`src/rtl/mem_arb_pkg.sv`:
```
// Shared types and default widths for the memory-port arbiter.
package mem_arb_pkg;

  localparam int unsigned ADDR_W_DEF       = 32;
  localparam int unsigned DATA_W_DEF       = 32;
  localparam int unsigned MAX_LS_BURST_DEF = 4;

  // Transaction phase of the single shared memory port.
  typedef enum logic [1:0] {
    S_IDLE = 2'd0,
    S_REQ  = 2'd1,
    S_WAIT = 2'd2
  } arb_state_e;

  // Requester that owns the transaction currently in flight.
  typedef enum logic [1:0] {
    OWN_NONE = 2'd0,
    OWN_IF   = 2'd1,
    OWN_LS   = 2'd2
  } arb_owner_e;

endpackage

```
`src/rtl/arb_starve_ctr.sv`:
```
// Saturating count of consecutive LS wins taken while IF is waiting.
// force_if asserts once the count reaches MAX_LS_BURST so IF wins the next tie.
module arb_starve_ctr
  import mem_arb_pkg::*;
#(
  parameter int unsigned MAX_LS_BURST = MAX_LS_BURST_DEF
) (
  input  logic clk,
  input  logic rst,
  input  logic ls_win_with_if_pending,
  input  logic if_win,
  input  logic if_idle_clear,
  output logic force_if
);

  localparam int unsigned       CNT_W   = $clog2(MAX_LS_BURST + 1);
  localparam logic [CNT_W-1:0]  CNT_MAX = CNT_W'(MAX_LS_BURST);

  logic [CNT_W-1:0] cnt_q, cnt_d;

  // Next count: clear on IF progress or IF idle, otherwise saturating increment.
  always_comb begin
    cnt_d = cnt_q;
    if (if_win || if_idle_clear) begin
      cnt_d = '0;
    end else if (ls_win_with_if_pending && (cnt_q != CNT_MAX)) begin
      cnt_d = cnt_q + CNT_W'(1);
    end
  end

  // Counter register.
  always_ff @(posedge clk or posedge rst) begin
    if (rst) begin
      cnt_q <= '0;
    end else begin
      cnt_q <= cnt_d;
    end
  end

  assign force_if = (cnt_q == CNT_MAX);

endmodule

```
`src/rtl/mem_port_arbiter.sv`:
```
// Shares one memory port between instruction fetch (IF) and load/store (LS).
// One outstanding transaction, LS priority with a bounded IF starvation window.
module mem_port_arbiter
  import mem_arb_pkg::*;
#(
  parameter int unsigned ADDR_W       = ADDR_W_DEF,
  parameter int unsigned DATA_W       = DATA_W_DEF,
  parameter int unsigned MAX_LS_BURST = MAX_LS_BURST_DEF
) (
  input  logic                clk,
  input  logic                rst,
  // fetch requester
  input  logic                if_req,
  input  logic [ADDR_W-1:0]   if_addr,
  output logic                if_gnt,
  output logic                if_rvalid,
  output logic [DATA_W-1:0]   if_rdata,
  // load/store requester
  input  logic                ls_req,
  input  logic                ls_we,
  input  logic [ADDR_W-1:0]   ls_addr,
  input  logic [DATA_W-1:0]   ls_wdata,
  input  logic [DATA_W/8-1:0] ls_wstrb,
  output logic                ls_gnt,
  output logic                ls_rvalid,
  output logic [DATA_W-1:0]   ls_rdata,
  // memory / MMIO side
  output logic                mem_req,
  output logic                mem_we,
  output logic [ADDR_W-1:0]   mem_addr,
  output logic [DATA_W-1:0]   mem_wdata,
  output logic [DATA_W/8-1:0] mem_wstrb,
  input  logic                mem_ready,
  input  logic                mem_rvalid,
  input  logic [DATA_W-1:0]   mem_rdata,
  // next-PC stall
  output logic                is_stall
);

  localparam int unsigned STRB_W = DATA_W / 8;

  arb_state_e          state_q, state_d;
  arb_owner_e          owner_q, owner_d;
  logic                mem_we_q, mem_we_d;
  logic [ADDR_W-1:0]   mem_addr_q, mem_addr_d;
  logic [DATA_W-1:0]   mem_wdata_q, mem_wdata_d;
  logic [STRB_W-1:0]   mem_wstrb_q, mem_wstrb_d;

  logic ls_win;
  logic if_win;
  logic force_if;

  arb_starve_ctr #(
    .MAX_LS_BURST(MAX_LS_BURST)
  ) u_starve (
    .clk                   (clk),
    .rst                   (rst),
    .ls_win_with_if_pending(ls_win & if_req),
    .if_win                (if_win),
    .if_idle_clear         ((state_q == S_IDLE) & ~if_req),
    .force_if              (force_if)
  );

  // Winner selection in IDLE: LS first unless IF has waited out the burst.
  always_comb begin
    ls_win = 1'b0;
    if_win = 1'b0;
    if (state_q == S_IDLE) begin
      if (ls_req && !(if_req && force_if)) begin
        ls_win = 1'b1;
      end else if (if_req) begin
        if_win = 1'b1;
      end
    end
  end

  // Next-state and payload latch for the single outstanding transaction.
  always_comb begin
    state_d     = state_q;
    owner_d     = owner_q;
    mem_we_d    = mem_we_q;
    mem_addr_d  = mem_addr_q;
    mem_wdata_d = mem_wdata_q;
    mem_wstrb_d = mem_wstrb_q;
    case (state_q)
      S_IDLE: begin
        if (ls_win) begin
          state_d     = S_REQ;
          owner_d     = OWN_LS;
          mem_we_d    = ls_we;
          mem_addr_d  = ls_addr;
          mem_wdata_d = ls_wdata;
          mem_wstrb_d = ls_wstrb;
        end else if (if_win) begin
          state_d     = S_REQ;
          owner_d     = OWN_IF;
          mem_we_d    = 1'b0;
          mem_addr_d  = if_addr;
          mem_wdata_d = '0;
          mem_wstrb_d = '1;
        end
      end
      S_REQ: begin
        if (mem_ready) begin
          if (mem_we_q) begin
            state_d = S_IDLE;
            owner_d = OWN_NONE;
          end else begin
            state_d = S_WAIT;
          end
        end
      end
      S_WAIT: begin
        if (mem_rvalid) begin
          state_d = S_IDLE;
          owner_d = OWN_NONE;
        end
      end
      default: begin
        state_d = S_IDLE;
        owner_d = OWN_NONE;
      end
    endcase
  end

  // State, owner and memory payload registers; reset aborts any transaction.
  always_ff @(posedge clk or posedge rst) begin
    if (rst) begin
      state_q     <= S_IDLE;
      owner_q     <= OWN_NONE;
      mem_we_q    <= 1'b0;
      mem_addr_q  <= '0;
      mem_wdata_q <= '0;
      mem_wstrb_q <= '0;
    end else begin
      state_q     <= state_d;
      owner_q     <= owner_d;
      mem_we_q    <= mem_we_d;
      mem_addr_q  <= mem_addr_d;
      mem_wdata_q <= mem_wdata_d;
      mem_wstrb_q <= mem_wstrb_d;
    end
  end

  // Grant and read-return steering to the owner; non-owner outputs stay 0.
  always_comb begin
    if_gnt    = 1'b0;
    ls_gnt    = 1'b0;
    if_rvalid = 1'b0;
    ls_rvalid = 1'b0;
    if_rdata  = '0;
    ls_rdata  = '0;
    if ((state_q == S_REQ) && mem_ready) begin
      if_gnt = (owner_q == OWN_IF);
      ls_gnt = (owner_q == OWN_LS);
    end
    if ((state_q == S_WAIT) && mem_rvalid) begin
      if (owner_q == OWN_IF) begin
        if_rvalid = 1'b1;
        if_rdata  = mem_rdata;
      end else if (owner_q == OWN_LS) begin
        ls_rvalid = 1'b1;
        ls_rdata  = mem_rdata;
      end
    end
  end

  assign mem_req   = (state_q == S_REQ);
  assign mem_we    = mem_we_q;
  assign mem_addr  = mem_addr_q;
  assign mem_wdata = mem_wdata_q;
  assign mem_wstrb = mem_wstrb_q;
  assign is_stall  = (if_req & ~if_gnt) | (ls_req & ~ls_gnt);

  // A response to a transaction aborted by reset may still arrive before the
  // next request; only rvalid outside WAIT after that window is a protocol error.
  logic post_rst_q;

  // Tracks the quiet window between reset and the first new transaction.
  always_ff @(posedge clk or posedge rst) begin
    if (rst) begin
      post_rst_q <= 1'b1;
    end else if (state_q != S_IDLE) begin
      post_rst_q <= 1'b0;
    end
  end

  rvalid_outside_wait_a : assert property (
    @(posedge clk) disable iff (rst)
    !(mem_rvalid && (state_q != S_WAIT) && !post_rst_q)
  ) else $warning("mem_port_arbiter: mem_rvalid outside WAIT ignored");

endmodule

```
`config.mk`:
```
export PLATFORM = sky130hd
export DESIGN_NAME = mem_port_arbiter
export DESIGN_NICKNAME = d
export VERILOG_FILES = /design/src/rtl/mem_arb_pkg.sv /design/src/rtl/arb_starve_ctr.sv /design/src/rtl/mem_port_arbiter.sv
export SDC_FILE = /design/constraint.sdc
export NUM_CORES = 1
export LEC_CHECK = 0
export BUFFER_PORTS_ARGS = -buffer_cell sky130_fd_sc_hd__buf_2
export CAP_MARGIN = 25
export CORE_AREA = 2 2 107 109
export DETAILED_ROUTE_END_ITERATION = 6
export DIE_AREA = 0 0 109 111
export GPL_TIMING_DRIVEN = 0
export HOLD_SLACK_MARGIN = 0.15
export PLACE_DENSITY = 0.71
export REMOVE_ABC_BUFFERS = 1
export SLEW_MARGIN = 25
export SYNTH_ARGS = -nofsm -noshare
export SYNTH_HDL_FRONTEND = slang
export SYNTH_HIERARCHICAL = 1
export SYNTH_SLANG_ARGS = --single-unit
```
`constraint.sdc`:
```
create_clock -name clk -period 4.8 [get_ports clk]
set_input_delay 1.2 -clock clk [delete_from_list [all_inputs] [get_ports clk]]
set_output_delay 1.2 -clock clk [all_outputs]
set_load 0.05 [all_outputs]
```
======== Word level (Yosys, flattened, before mapping) ========
Cells that the tools add are included.
word-level totals
  bits in registers ....................... 76
  input port bits ......................... 139
  output and inout port bits .............. 139
  logic and storage cells ................. 76
cells by class
  reduce and logical (&&, ||, !) cells .... 13
  bitwise gates (word level) .............. 8
  add/sub/neg operators ................... 1
  multiplexer cells ....................... 37
  equality and inequality tests ........... 10
operator list
  cell                   count
  $mux W32               9
  $mux W2                8
  $mux W1                14
  $pmux W2 S3            2
  $mux W4                2
  $mux W3                2
  $logic_and A1 B1 Y1    5
  $and A1 B1 Y1          4
  $eq A2 B1 Y1 const B   2
  $eq A2 B2 Y1 const B   2
  $ne A2 B1 Y1 const B   2
  $reduce_and A4 Y1      1
  $reduce_bool A2 Y1     2
  $add A3 B1 Y3 const B  1
  $eq A3 B3 Y1 const B   1
  $ne A3 B2 Y1 const B   1
  $ne A3 B3 Y1 const B   1
  $not A1 Y1             3
  $reduce_and A3 Y1      1
  $logic_not A2 Y1       1
  $ne A2 B2 Y1 const B   1
  $reduce_and A2 Y1      1
  $logic_not A1 Y1       1
  $logic_or A1 B1 Y1     1
  $or A1 B1 Y1           1

======== Logic depth before layout (Yosys ltp) ========
Gate-level depths: netlist of the first run.
  depth in word-level cells ............... 10
  depth in mapped cells ................... 8
  depth with buffers taken out ............ 8

======== Modules after synthesis ========
The synthesis of the first run kept the hierarchy.
modules (own cells, without submodules)
  module            area an instance (sq um)  instances  sequential area each (sq um)  cells each
  mem_port_arbiter  3614.7                    1          1826.8                        369
  arb_starve_ctr    206.4                     1          75.1                          19

======== Worst setup path after synthesis of the first run ========
No wires, ideal clock.
  path type ............................... input-to-output
  from .................................... input port mem_rvalid
  to ...................................... output port ls_rdata[22]
  stages .................................. 4
  slack ................................... 1290 ps
  arrival time ............................ 2310 ps
  path buffers ............................ 1
  data required time ...................... 3600 ps
  cell sequence ........................... nand3b_1 nor2_1 buf_2 and2_1
on the way
  word-level cells in the longest chain between the ends .. 2
ends and longest elaborated chain
  item                 RTL line                 text
  start, declared      mem_port_arbiter.sv:34   input logic mem_rvalid,
  $logic_and A1 B1 Y1  mem_port_arbiter.sv:157  if ((state_q == S_WAIT) && mem_rvalid) begin
  $mux W32             mem_port_arbiter.sv:157
  end, declared        mem_port_arbiter.sv:26   output logic [DATA_W-1:0] ls_rdata,
No other way between the ends.

======== Worst setup path in the final report of the first run ========
  from .................................... input port mem_rvalid
  to ...................................... output port ls_rdata[17]
Same word-level chain as after synthesis.

==> results.txt, run 1 <==
----------------------------------------------------
[Critical path]
  Endpoint of the worst setup timing path ... ls_rdata[17]
  Setup crit end kind ... primary output
  Worst stage delay on the critical path ... around 700 ps
  Cell seen most often among critical-path stages ... sky130_fd_sc_hd__buf_2
  Cell with the biggest individual delay on the critical path ... sky130_fd_sc_hd__nor2_2
  Kind of critical path ... in2out
  Worst Path Max Fanout ... 33
  Startpoint of the lowest-slack register-to-register path ... u_starve/cnt_q[0]
  Capture instance of the worst register-to-register path ... u_starve/cnt_q[0]
  Required time reported for the critical path endpoint ... between 3000 and 4000 ps
  Category of the worst setup path launch point ... input port
  Worst path arrival time ... roughly 2700 ps
  Crit path from ... mem_rvalid
  Crit path buf inv count ... 2
  Minimum setup slack among reg-to-reg paths ... around 2000 ps
  Cell class contributing the biggest share of worst-path delay ... simple AND/OR/NAND/NOR gates
  Cell count of the worst reg-to-reg path ... 8
  Number of cells on the critical path ... 5
  Ordered cell list for the critical path ... buf_2, nand3b_1, nor2_2, and2_1, buf_2

[Status]
  Run status ... finished, final reports clean

[STA]
  Share of the clock period used by the worst path ... approximately four fifths
  Worst-margin pin slew ... around 890 ps
  Worst clock skew ... 8.31 ps
  Final critical path time including I/O delays and setup ... just under 4000 ps
  Count of pins over their slew limit ... 0
  Highest clock rate ... around 260 MHz
  Worst Hold Slack ... around 500 ps
  Final sum of negative setup slack ... 0 ps
  Final setup fails ... 0
  Setup repair after global routing missed its margin ... false
  Relative slew slack ... about two fifths
  Hold Fails Final Rpt ... 0

[Yosys]
  Synthesized instance count ... 388
  Largest family of logic cells by synthesized area ... compound AO/OA/AOI/OAI gates
  Post-Synth Adder-Cell Area ... less than 1%
  EDFF count, synth ... 0
  Synthesized-area fraction occupied by ao, oa, aoi and oai cells ... a little over a fifth
  Netlist area before placement ... between 3000 and 4000 um^2
  Post-synthesis share of cell area spent on and, or, nand and nor gates ... around a fifth
  Prevailing post-synth register cell ... sky130_fd_sc_hd__dfrtp_1
  Register bit total from synthesis ... 76
  Ys Warns ... 6
  Average size of a mapped cell ... 9.85 um^2
  Top area cells in the synthesized netlist ... sky130_fd_sc_hd__dfrtp_1, sky130_fd_sc_hd__and2_1, sky130_fd_sc_hd__a22o_1
  Cell type with the highest aggregate area in the netlist ... sky130_fd_sc_hd__dfrtp_1
  Ys async rst share ... between 90% and 100%
  Post-synthesis mux area share ... less than 1%
  Sequential fraction of the synthesis area ... between 40% and 50%
  Portion of synthesized cell area occupied by the leading cell type ... approximately half
  Xor and xnor area share after synthesis ... 0%
  Post-synthesis cell type count ... 38

[Clock network]
  Clock tree from TritonCTS ... yes
  Clock insertion delay at the later pin of the skew report ... around 330 ps
  Count of clock tree sinks ... 76
  CTS clock-pin slew for the worst setup and hold paths ... around 60 ps
  Cts repair resizes ... 0
  CTS Hold Bufs ... 0
  Number of clock buffers inserted by TritonCTS ... 9
  Buffers inserted during post-CTS setup optimization ... 0
  Maximum level of the CTS H-tree ... 3
  Buffers from clock root to sink, at most ... 2
  CTS root buf ... sky130_fd_sc_hd__clkbuf_16

[Power and ir drop]
  Power per cell area ... ~720 nW/um^2
  Largest voltage drop on the vdd net ... ~0.47 mV
  Static Leak ... between 3 and 4 nW

[Floorplanning]
  FP Rows ... 39
  Y dimension of the die ... around 110 um
  Die area ... 12100 um^2
  Initial cell density of the core ... between 30 and 40%
  Core box area ... about 11000 um^2
  DIE WIDTH ... around 110 um
  Top-level I/O count ... about 280

[Routing]
  Total vias in the final route ... 3891
  Vias per inst ... between 4 and 5
  Length of the first detailed-routing pass in iterations ... 4
  Initial drt markers ... roughly 290
  Drc violations ... 0
  Final antenna-violating net count ... 0
  WL/cell ... between 10 and 15 um
  DRT Wirelength ... roughly 12000 um

[Cells and area]
  Fraction of layout cells with a size suffix above 1 ... 47.5%
  Finished Cell Area ... about 5600 um^2
  Fin nets ... between 700 and 800
  Number of inserted diodes ... 0
  Area overhead of the layout relative to synthesis ... 46.8%
  Number of fill cells ... roughly 1000

[Placement]
  Routability cong. ... 0.809
  Port bufs ... 277
  DP HPWL ... ~8800 um
  Total placed instance area ... ~5300 um^2

[Hold path]
  Class of the most critical hold timing path ... reg2reg

[Global routing]
  Via count of the first global-routing pass ... 3774
  Global-route wire length before repair ... 18500 um
  Overall global routing resource usage ... 19.2%
  Number of antenna violations at the first check in global routing ... 1
  Pin count of the biggest net entering global routing ... 47
  Sum of overflow across all layers after global routing ... 0

[Run]
  Total of max-cap violations ... 0

----------------------------------------------------
[layout by cell type (no fill, tap or decap), drive strengths merged, types with 10 or more instances in the layout]
cell | Yosys | final
and2 | 66 | 66
nor3 | 25 | 25
a211oi | 23 | 23
nand2 | 22 | 22
a22o | 33 | 33
buf | 24 | 279
dfrtp | 76 | 76
a21oi | 34 | 34
a31oi | 10 | 10
inv | 28 | 30
[worst register-to-register path: stages, from the launching register on]
cell,delay (ps)
sky130_fd_sc_hd__dfrtp_1,400
sky130_fd_sc_hd__inv_1,60
sky130_fd_sc_hd__ha_1,230
sky130_fd_sc_hd__and2_1,190
sky130_fd_sc_hd__a21boi_1,660
sky130_fd_sc_hd__nand2_1,290
sky130_fd_sc_hd__nor2_1,230
sky130_fd_sc_hd__a21boi_2,230
sky130_fd_sc_hd__mux2_1,350
[synth_stat cells (3+ instances only)]
cell and instances:
sky130_fd_sc_hd__nor2_1 7, sky130_fd_sc_hd__buf_6 4, sky130_fd_sc_hd__a22o_1 33, sky130_fd_sc_hd__a21oi_1 34, sky130_fd_sc_hd__a31oi_1 10, sky130_fd_sc_hd__nor3b_1 3
sky130_fd_sc_hd__buf_2 18, sky130_fd_sc_hd__dfrtp_1 76, sky130_fd_sc_hd__o22a_1 4, sky130_fd_sc_hd__nand2_1 21, sky130_fd_sc_hd__nor3_1 24, sky130_fd_sc_hd__and2_1 66
sky130_fd_sc_hd__clkbuf_1 8, sky130_fd_sc_hd__inv_1 28, sky130_fd_sc_hd__a211oi_1 23
[cells by family after synthesis]
group,Yosys count
adders and majority gates,2
AOI/OAI and AO/OA,112
and+or+nand+nor,136
muxes,2
buffers and inverters,60
DFF,76
[through the flow]
| step | setup slack [ps] | utilization [%] | cells | power (mW) |
|---|---|---|---|---|
| finish | 902 | 50.6 | 794 | 4.03 |
| global route | 701 | 50.6 | 794 | 4.24 |
| CTS | 926 | 50.6 | 794 | 4.07 |
| detailed placement | 909 | 47.5 | 778 | 3.26 |
| global placement | 678 | 47.0 | 776 | 3.21 |
| floorplan | 461 | - | 356 | 2.68 |
[how the worst min path moves through the flow]
stage,startpoint,cells after the start,slack (ps),to
after floorplan,owner_q[1],1,500,owner_q[1]
after global placement,mem_wdata[12],1,490,mem_wdata[12]
after detailed placement,mem_wdata[31],1,490,mem_wdata[31]
after CTS,mem_wdata[12],1,510,mem_wdata[12]
after global routing,mem_wstrb[1],1,520,mem_wstrb[1]
final,mem_wdata[12],1,500,mem_wdata[12]
[registers in the layout, indices dropped and copies added (netlist names)]
| name | flops |
|---|---|
| mem_wstrb | 4 |
| mem_we | 1 |
| owner_q | 2 |
| u_starve/cnt_q | 3 |
| mem_wdata | 32 |
| state_q | 2 |
| mem_addr | 32 |
[final cells by class]
class                      instances  area (um^2)  area share (%)
sequential                        76         1900            33.9
clock buffer                       9          225            4.02
multi-input combinational        252         1640            29.3
clock inverter                     7          123            2.19
inverter                          28          108            1.92
tap                              143          179            3.19
timing repair buffer             279         1430            25.5
[where the power goes]
part	total [mW]	leakage [nW]	internal [mW]	switching, mW
registers	1.11	0.907	0.929	0.177
logic	2.14	1.98	0.544	1.60
clock network	0.781	0.163	0.511	0.269
total	4.03	3.05	1.98	2.04
[metal layers]
| layer | vias to the layer above | part of all wire [%] | wire (um) | track usage [%] |
|---|---|---|---|---|
| li1 | 1867 | - | - | - |
| met1 | 1831 | 44 | 5280 | 26.0 |
| met2 | 170 | 47 | 5640 | 31.0 |
| met3 | 21 | 6.7 | 793 | 3.41 |
| met4 | 2 | 1.3 | 157 | 5.81 |
| met5 | - | 0.067 | 8 | 0 |
Note: power is estimated with default switching activity, not from simulation.
==> run 2: changes to the inputs <==
--- a/config.mk
+++ b/config.mk
@@ -7,12 +7,12 @@
 export LEC_CHECK = 0
 export BUFFER_PORTS_ARGS = -buffer_cell sky130_fd_sc_hd__buf_2
 export CAP_MARGIN = 25
-export CORE_AREA = 2 2 107 109
+export CORE_AREA = 2 2 108 110
 export DETAILED_ROUTE_END_ITERATION = 6
-export DIE_AREA = 0 0 109 111
+export DIE_AREA = 0 0 110 112
 export GPL_TIMING_DRIVEN = 0
 export HOLD_SLACK_MARGIN = 0.15
-export PLACE_DENSITY = 0.71
+export PLACE_DENSITY = 0.72
 export REMOVE_ABC_BUFFERS = 1
 export SLEW_MARGIN = 25
 export SYNTH_ARGS = -nofsm -noshare
==> constraint.sdc (replaced) <==
create_clock -name clk -period 3.45 [get_ports clk]
set_input_delay 0.8625 -clock clk [delete_from_list [all_inputs] [get_ports clk]]
set_output_delay 0.8625 -clock clk [all_outputs]
set_load 0.05 [all_outputs]
==> run 2 against run 1 <==
Net effect:
- via count decreased by 0.98%
- total power increased by 35%
- sequential share of layout area increased by 0.40 points
- largest power group unchanged
- critical path type unchanged
- first-iteration DRC count decreased by 32%
==> results.txt, run 2 (synthesis results as in run 1) <==
----------------------------------------------------
[Critical path]
  Cell with the biggest individual delay on the critical path ... sky130_fd_sc_hd__nor2_2
  Cell seen most often among critical-path stages ... sky130_fd_sc_hd__buf_2
  Required time reported for the critical path endpoint ... approximately 2600 ps
  Category of the worst setup path launch point ... input port
  Worst path arrival time ... between 2000 and 2500 ps
  Worst stage delay on the critical path ... 690 ps
  Worst Path Max Fanout ... 33
  Kind of critical path ... in2out
  Setup crit end kind ... primary output
  Ordered cell list for the critical path ... buf_2, nand3b_1, nor2_2, and2_1, buf_2
  Cell count of the worst reg-to-reg path ... 8
  Minimum setup slack among reg-to-reg paths ... roughly 670 ps

[Clock network]
  Count of clock tree sinks ... 76
  Buffers inserted during post-CTS setup optimization ... 0
  Buffers from clock root to sink, at most ... 2
  CTS root buf ... sky130_fd_sc_hd__clkbuf_16
  CTS Hold Bufs ... 0
  Cts repair resizes ... 0
  Clock tree from TritonCTS ... yes
  Clock insertion delay at the later pin of the skew report ... around 330 ps
  Maximum level of the CTS H-tree ... 3
  Number of clock buffers inserted by TritonCTS ... 9
  CTS clock-pin slew for the worst setup and hold paths ... about 60 ps

[Power and ir drop]
  Static Leak ... around 3 nW
  Largest voltage drop on the vdd net ... 0.707 mV
  Power per cell area ... roughly 980 nW/um^2
  Overall power consumption ... about 5.4 mW

[Global routing]
  Pin count of the biggest net entering global routing ... 45
  Via count of the first global-routing pass ... between 3000 and 4000
  Overall global routing resource usage ... a little under a fifth
  Global-route wire length before repair ... between 15000 and 20000 um
  Sum of overflow across all layers after global routing ... 0
  Number of antenna violations at the first check in global routing ... 0

[Routing]
  WL/cell ... 14.9 um
  Length of the first detailed-routing pass in iterations ... 4
  Initial drt markers ... slightly below 200
  Vias per inst ... roughly 4.9
  Final antenna-violating net count ... 0
  Drc violations ... 0
  DRT Wirelength ... 11800 um
  Total vias in the final route ... ~3900

[Status]
  Run status ... finished, final reports clean

[STA]
  Final critical path time including I/O delays and setup ... approximately 3200 ps
  Relative slew slack ... slightly above 40%
  Worst clock skew ... 6.43 ps
  Setup repair after global routing missed its margin ... false
  Count of pins over their slew limit ... 0
  Final sum of negative setup slack ... 0 ps
  Final setup fails ... 0
  Worst-margin pin slew ... between 800 and 900 ps
  Worst Hold Slack ... 422 ps
  Share of the clock period used by the worst path ... between 90% and 100%
  Hold Fails Final Rpt ... 0
  Highest clock rate ... 315 MHz

[Cells and area]
  Number of inserted diodes ... 0
  Highest-count cells in the layout ignoring fill and taps ... sky130_fd_sc_hd__buf_2, sky130_fd_sc_hd__dfrtp_1, sky130_fd_sc_hd__and2_1
  Area overhead of the layout relative to synthesis ... 45.1%
  Final Instance Count excl. Fillers ... 794
  Fraction of layout cells with a size suffix above 1 ... between 40% and 50%
  Leading cell type in the layout, fill and taps excluded ... sky130_fd_sc_hd__buf_2
  Fin nets ... around 790

[Placement]
  DP HPWL ... ~8700 um
  Post-Place Cells ... roughly 780
  Routability cong. ... between 0.7 and 0.8
  Port bufs ... ~280

[Floorplanning]
  Die area ... between 10000 and 15000 um^2
  FP Rows ... 39
  Core box area ... between 10000 and 15000 um^2
  Initial cell density of the core ... between 30% and 40%
  Top-level I/O count ... between 200 and 300
  DIE WIDTH ... 110 um
  Y dimension of the die ... about 110 um

[Run]
  Total of max-cap violations ... 0

[Hold path]
  Class of the most critical hold timing path ... in2async

----------------------------------------------------
## run 2: cell count changes in the layout (fill, tap and decap cells not counted), sizes merged
cell,delta
clkbuf,+1
clkinv,+4
bufinv,-2
clkinvlp,-1
inv,-2
## run 2: final timing paths
kind | startpoint | endpoint
min reg2reg | mem_wdata[8] | mem_wdata[8]
max in group asynchronous | rst | mem_wdata[14]
max reg2reg | u_starve/cnt_q[0] | u_starve/cnt_q[0]
min in group clk | mem_wdata[8] | mem_wdata[8]
min | rst | u_starve/cnt_q[0]
max | mem_rvalid | if_rdata[19]
## run 2: power by group
part           leakage [nW]  switching [mW]  internal [mW]
sequential            0.907           0.247           1.29
clock                 0.142           0.363          0.560
combinational          1.97            2.21          0.755
## run 2: layout make-up
type / count / area [um^2]
multi-input combinational: 252 / 1640
clock buffer: 10 / 229
fill: 1052 / 5630
clock inverter: 6 / 65.1
tap: 143 / 179
timing repair buffer: 279 / 1420
sequential: 76 / 1900
inverter: 28 / 108
## run 2: layer usage
metal / up-vias / track usage (%) / part of all wire, %
li1: 1870 / - / -
met1: 1820 / 23.3 / 43
met2: 153 / 31.1 / 49
met3: 10 / 4.57 / 7.1
met4: 0 / 5.49 / 0.82
met5: - / 0 / 0
## run 2: through the flow
step                      area (um^2)  util [%]  worst slack, ps
after floorplan                  3640         -             -214
after global placement           5210      46.6             -104
after detailed placement         5240      46.9              290
after CTS                        5530      49.5              280
after global routing             5540      49.6             72.6
final                            5540      49.6              271
## run 2: critical path: cells and delay by family
| kind | cells | cell delay, ps |
|---|---|---|
| buf+inv | 2 | 370 |
| simple gates | 3 | 1080 |
